$ cat config.mk
export PLATFORM = sky130hd
export DESIGN_NAME = sign_magnitude_decoder
export DESIGN_NICKNAME = d
export VERILOG_FILES = /design/src/rtl/alu_pkg.sv /design/src/rtl/sign_magnitude_decoder_chunk_negator.sv /design/src/rtl/sign_magnitude_decoder.sv
export SDC_FILE = /design/constraint.sdc
export NUM_CORES = 1
export LEC_CHECK = 0
export BUFFER_PORTS_ARGS = -buffer_cell sky130_fd_sc_hd__clkbuf_2
export CORE_UTILIZATION = 30
export CTS_BUF_LIST = sky130_fd_sc_hd__clkbuf_16
export DETAILED_ROUTE_END_ITERATION = 7
export SETUP_SLACK_MARGIN = 0.15
export SKIP_LAST_GASP = 1
export SYNTH_ARGS = -nofsm -noshare
export SYNTH_HDL_FRONTEND = slang
export SYNTH_SLANG_ARGS = --single-unit
export TNS_END_PERCENT = 100
$ cat constraint.sdc
create_clock -name clk -period 4.7 [get_ports clk]
set_input_delay 0.705 -clock clk [delete_from_list [all_inputs] [get_ports clk]]
set_output_delay 0.705 -clock clk [all_outputs]
set_load 0.02 [all_outputs]
$ cat src/rtl/alu_pkg.sv
// Shared ALU definitions: operand width, converter FSM states and the most-negative test.
package alu_pkg;

  localparam int ALU_WIDTH = 64;

  typedef enum logic [1:0] {
    IDLE = 2'd0,
    BUSY = 2'd1,
    DONE = 2'd2
  } smag_state_t;

  // True when only bit width-1 of the low width bits of v is set.
  function automatic logic is_most_neg(input logic [ALU_WIDTH-1:0] v, input int width);
    logic r;
    r = v[width-1];
    for (int i = 0; i < ALU_WIDTH; i++) begin
      if (i < width - 1 && v[i]) r = 1'b0;
    end
    return r;
  endfunction

endpackage

$ cat src/rtl/sign_magnitude_decoder_chunk_negator.sv
// CHUNK-bit invert-plus-carry-in slice: {cout, sum} = ~slice + cin.
module chunk_negator #(
  parameter int CHUNK = 8
) (
  input  logic [CHUNK-1:0] slice,
  input  logic             cin,
  output logic [CHUNK-1:0] sum,
  output logic             cout
);

  always_comb begin
    {cout, sum} = {1'b0, ~slice} + {{CHUNK{1'b0}}, cin};
  end

endmodule

$ cat src/rtl/sign_magnitude_decoder.sv
// Two's-complement to sign-magnitude converter, negating CHUNK bits per cycle LSB first.
// Optional one's-complement input mode is compiled in with SMAG_ONES_COMP_EN.
module sign_magnitude_decoder
  import alu_pkg::*;
#(
  parameter int WIDTH = ALU_WIDTH,
  parameter int CHUNK = 8
) (
  input  logic             clk,
  input  logic             rst,
  input  logic             in_valid,
  output logic             in_ready,
  input  logic [WIDTH-1:0] a,
`ifdef SMAG_ONES_COMP_EN
  input  logic             ones_mode,
`endif
  output logic             out_valid,
  input  logic             out_ready,
  output logic             sign,
  output logic [WIDTH-1:0] mag,
  output logic             ovf
);

  localparam int NSLICES = WIDTH / CHUNK;
  localparam int IDX_W   = (NSLICES > 1) ? $clog2(NSLICES) : 1;
  localparam logic [IDX_W-1:0] LAST_IDX = IDX_W'(NSLICES - 1);

  smag_state_t       state, state_next;
  logic [WIDTH-1:0]  work;
  logic [IDX_W-1:0]  idx;
  logic              carry;
  logic [CHUNK-1:0]  neg_sum;
  logic              neg_cout;
  logic              accept;
  logic              init_carry;
  logic              init_ovf;

  assign accept = in_valid && in_ready;

`ifdef SMAG_ONES_COMP_EN
  // One's-complement: negation is a plain invert, and all ones flags negative zero.
  assign init_carry = ~ones_mode;
  assign init_ovf   = ones_mode ? (&a) : is_most_neg(ALU_WIDTH'(a), WIDTH);
`else
  assign init_carry = 1'b1;
  assign init_ovf   = is_most_neg(ALU_WIDTH'(a), WIDTH);
`endif

  chunk_negator #(.CHUNK(CHUNK)) u_negator (
    .slice (work[int'(idx)*CHUNK +: CHUNK]),
    .cin   (carry),
    .sum   (neg_sum),
    .cout  (neg_cout)
  );

  always_ff @(posedge clk) begin
    if (rst) state <= IDLE;
    else     state <= state_next;
  end

  // NOTE: every output of this block gets a default first, so no path leaves a latch behind.
  always_comb begin
    state_next = state;
    in_ready   = 1'b0;
    out_valid  = 1'b0;
    case (state)
      IDLE: begin
        in_ready = 1'b1;
        if (in_valid) state_next = a[WIDTH-1] ? BUSY : DONE;
      end
      BUSY: begin
        if (idx == LAST_IDX) state_next = DONE;
      end
      DONE: begin
        out_valid = 1'b1;
        if (out_ready) state_next = IDLE;
      end
      default: state_next = IDLE;
    endcase
  end

  // NOTE: state registers use non-blocking assignments so every read in this edge sees pre-edge values.
  always_ff @(posedge clk) begin
    if (rst) begin
      // NOTE: work is cleared too; it is one register, not a memory, so reset is cheap and keeps sims X-free.
      work  <= '0;
      idx   <= '0;
      carry <= 1'b0;
      sign  <= 1'b0;
      mag   <= '0;
      ovf   <= 1'b0;
    end else begin
      case (state)
        IDLE: begin
          if (accept) begin
            work  <= a;
            sign  <= a[WIDTH-1];
            carry <= init_carry;
            idx   <= '0;
            if (!a[WIDTH-1]) begin
              mag <= a;
              ovf <= 1'b0;
            end else begin
              ovf <= init_ovf;
            end
          end
        end
        BUSY: begin
          // Carry out of the top slice falls off here; the next acceptance reloads carry.
          mag[int'(idx)*CHUNK +: CHUNK] <= neg_sum;
          carry <= neg_cout;
          idx   <= idx + 1'b1;
        end
        default: ;
      endcase
    end
  end

endmodule

==> flow_results.org <==
** Route
- Number of detailed-route iterations in the first pass :: 5
- After detailed routing, the number of vias per cell comes to 5.55.
- Routed len/inst :: 20.6 um
- Number of DRC markers after the initial detailed-route iteration :: 560
- Detailed-route DRC error count :: 0
- For this block, the routed nets add up to 23000 um of wire.
- The detailed router placed 6203 vias in this run.
- The detail route stage leaves a number of antenna-violating nets equal to 0.

** Final layout
- Of the cells placed in the final design, the portion with a size suffix greater than 1 is 23.8%.
- Final non-filler cell total :: 1117
- Most common cell after layout, fill and taps aside :: sky130_fd_sc_hd__nand2_1
- Once layout is complete, the utilization of the core stands at 38.8%.
- Leading cell types in the layout, fill and taps excluded :: sky130_fd_sc_hd__nand2_1 (162), sky130_fd_sc_hd__dfxtp_1 (135), sky130_fd_sc_hd__clkbuf_2 (135)
- The final layout contains 913 nets.
- Area of all sequential standard cells :: 2700 sq um
- Summing all multi-input logic gate instances after layout gives 3120 sq um.
- 0 antenna diodes ended up in the layout.
- The area growth from synthesis to layout is 25.5%.
- Counting the fill cells in the layout gives 2077.

** Floorplanning
- X dimension of the die :: 144 um
- The core region is 19700 sq um.
- The floorplan step defined a die boundary enclosing 20800 sq um.
- After floorplanning, the core was divided into 51 placement rows.
- The floorplan step set the die height to 144 um.
- Initial Util :: 30.9%
- For this design the top-level I/O count stands at 136.

** Synth
- Synthesized instance count :: 726
- Number of warning messages in the yosys log :: 0
- Yosys attributes the largest share of cell area to sky130_fd_sc_hd__dfxtp_1 (45%), sky130_fd_sc_hd__nand2_1 (10%), sky130_fd_sc_hd__a21oi_1 (10%), sky130_fd_sc_hd__mux4_2 (4.8%), sky130_fd_sc_hd__o221ai_1 (3.9%).
- In the synthesized netlist the async set-or-reset flop fraction comes to 0%.
- Cell area after technology mapping :: 6070 sq um
- Syn Nets :: 800
- Counting flops and latches in the post-synthesis netlist gives 135.
- The synthesized design devotes to its leading area cell type 44.5% of total area.
- Mean instance size in the synthesized netlist :: 8.36 sq um
- Sequential cells were found to cover 44.5% of the synthesized design area.
- Post-synth EDFFs :: 0
- Among all flip-flop cells after synthesis, the most frequent one is sky130_fd_sc_hd__dfxtp_1.
- The largest total area in the synthesized netlist belongs to sky130_fd_sc_hd__dfxtp_1.
- The synthesized netlist contains 50 unique library cells.

** Placed design
- Number of placed cells counting well taps :: 1085
- Port buffering added 135 buffers.
- Placer congestion estimate :: 0.888
- After legalization and detailed placement, the total HPWL measured 16600 um.

** STA
- Post-layout minimum cycle time :: 3.70 ns
- Largest clock skew in the final design :: 0.00911 ns
- Total negative setup slack :: 0 ns
- Setup violations remaining at the end of the flow were counted as 0.
- Final Hold Viols :: 0
- RSZ-0062 raised after global routing :: false
- Slew of the pin with the lowest slew margin :: 1.28 ns
- Timing would allow up to 0.270 GHz.
- Hold timing on the final database bottoms out at a slack of 0.451 ns.
- Pins Over Slew Limit :: 0
- Relative slew slack :: 13.9%
- Of the available clock period, the critical path in the final layout requires 78.7%.

** Global routing
- After global routing, the most crowded layer is met2.
- After global routing the overflow that remains totals 0.
- Largest net degree at the start of global routing :: 79
- Number of antenna violations at the first check in global routing :: 0
- For met3 alone, demand over resource in global routing was 5.60%.
- Met1 usage :: 29.1%
- Wire length of the first global-routing pass :: 33900 um
- Vias in the first global route :: 5643
- Global Route met2 Usage :: 34.2%
- Global router's overall resource usage :: 22.4%

** Power and ir drop
- Share of total power consumed by net switching :: 29.6%
- Share of power burned in registers :: 37.9%
- Proportion of power drawn by the clock network :: 43.7%
- For this design the ratio of total power to cell area is 454 nW/um^2.
- The analysis attributes to net switching a power of 1020 uW.
- Internal power comes to 2440 uW.
- Maximum ir drop on the vdd rail :: 0.240 mV
- Power comes to 3460 uW.
- The share of total power dissipated in combinational logic is 18.4%.
- Pleak :: 0.00303 uW

** Hold path
- Class of the worst hold path :: reg2reg

** Worst setup path
- Critical register-to-register path endpoint :: mag[43]
- The worst setup path is launched from a flop.
- In this run the worst setup path terminates at mag[43].
- RR Startpoint :: idx[0]
- STA puts the critical path data required time at 5.06 ns.
- The most critical setup path has its startpoint at idx[0].
- Data arrival time of the critical path :: 4.06 ns
- Setup slack on the worst reg-to-reg path comes out at 1.0 ns.
- Largest fanout of any net on the critical path :: 16
- The critical path is of the reg2reg type.
- STA classifies the critical path endpoint as a flop.
- Worst reg-to-reg path cell count :: 9

** Flow run
- Max-cap violations in this run came to 0.

** CTS
- For this design, the CTS-stage hold fixing added 0 buffers.
- TritonCTS built the clock tree.
- Number of instances resized during post-cts repair :: 0
- After clock tree synthesis, the clock-pin slew on the worst setup and hold paths is 0.06 ns.
- In this run the clock root is driven by a sky130_fd_sc_hd__clkbuf_16.
- Clk sink count :: 135
- Number of buffers created by CTS :: 17
- Depth of the CTS H-tree :: 4
- Bufs on Longest Clock Path :: 2
- Clock insertion delay at the later pin of the skew report :: 0.44 ns
- Once the clock tree was built, the setup fixing pass inserted 0 buffers.

** Run status
- The flow ran to the end, and the final reports show no timing, DRC or antenna violations.
==> worst min path at each step <==
stage	from	endpoint	depth (start not counted)	slack, ns
after floorplan	work[14]	work[14]	2	0.43
after CTS	work[52]	work[52]	2	0.45
final	work[52]	work[52]	2	0.45
after detailed placement	work[52]	work[52]	2	0.44
after global placement	work[53]	work[53]	2	0.44
after global routing	work[6]	work[6]	2	0.47
==> state kept, by name, indices dropped and copies added, names as in the netlist <==
register / count
sign: 1
work: 63
state: 2
mag: 64
idx: 3
carry: 1
ovf: 1
==> metal layers <==
metal / part of all wire (%) / vias up
li1: - / 2876
met1: 42 / 2984
met2: 46 / 283
met3: 7.5 / 60
met4: 4.2 / 0
met5: 0 / -
==> stage by stage <==
stage               setup WS, ns  cell area, sq um
global placement            1.14              6960
CTS                         1.06              7620
global route               0.684              7620
detailed placement          1.08              6960
finish                     0.999              7620
floorplan                   1.80              6070
==> cells by family (layout without fill, tap and decap cells) <==
kind of cell | count (synthesis) | in the layout | share of synthesized area [%]
simple gates | 255 | 255 | 18.8
compound gates | 235 | 235 | 23.1
flops | 135 | 135 | 44.5
buf+inv | 61 | 187 | 4.14
mux | 27 | 27 | 7.15
xor+xnor | 7 | 7 | 1.01
fa+ha+maj | 6 | 6 | 1.24
==> synthesized netlist by cell type (7+ instances only) <==
| cell | number |
|---|---|
| sky130_fd_sc_hd__dfxtp_1 | 135 |
| sky130_fd_sc_hd__nand2b_1 | 7 |
| sky130_fd_sc_hd__o221ai_1 | 27 |
| sky130_fd_sc_hd__nand4_1 | 7 |
| sky130_fd_sc_hd__o22ai_1 | 18 |
| sky130_fd_sc_hd__o21ai_0 | 28 |
| sky130_fd_sc_hd__nand2_1 | 163 |
| sky130_fd_sc_hd__a22oi_1 | 11 |
| sky130_fd_sc_hd__mux2i_1 | 13 |
| sky130_fd_sc_hd__nor4_1 | 17 |
| sky130_fd_sc_hd__nor2_1 | 21 |
| sky130_fd_sc_hd__nor3_1 | 8 |
| sky130_fd_sc_hd__mux4_2 | 13 |
| sky130_fd_sc_hd__a31oi_1 | 9 |
| sky130_fd_sc_hd__clkbuf_1 | 43 |
| sky130_fd_sc_hd__a21oi_1 | 121 |
==> worst max-delay path: stages (launching register included) <==
cell and delay [ns]:
sky130_fd_sc_hd__dfxtp_1 0.98, sky130_fd_sc_hd__buf_4 0.33, sky130_fd_sc_hd__inv_1 0.13, sky130_fd_sc_hd__ha_1 0.22, sky130_fd_sc_hd__ha_1 0.34, sky130_fd_sc_hd__nand2b_1 0.17
sky130_fd_sc_hd__or2_2 0.32, sky130_fd_sc_hd__a21oi_1 0.70, sky130_fd_sc_hd__o221ai_1 0.26, sky130_fd_sc_hd__a21oi_1 0.18
==> area by class of cell <==
class,instances,area share (%)
Multi-Input combinational cell,530,41.0
Inverter,6,0.296
Timing Repair Buffer,149,10.2
Tap cell,265,4.35
Sequential cell,135,35.5
Clock inverter,15,3.04
Clock buffer,17,5.58
==> power groups by stage <==
stage | combinational [uW] | sequential (uW) | clock, uW
after floorplan | 311 | 1390 | 0
after global placement | 623 | 1330 | 0
after detailed placement | 624 | 1330 | 0
after CTS | 627 | 1310 | 1520
after global routing | 674 | 1320 | 1580
final | 636 | 1310 | 1510
Note: power is estimated with default switching activity, not from simulation.
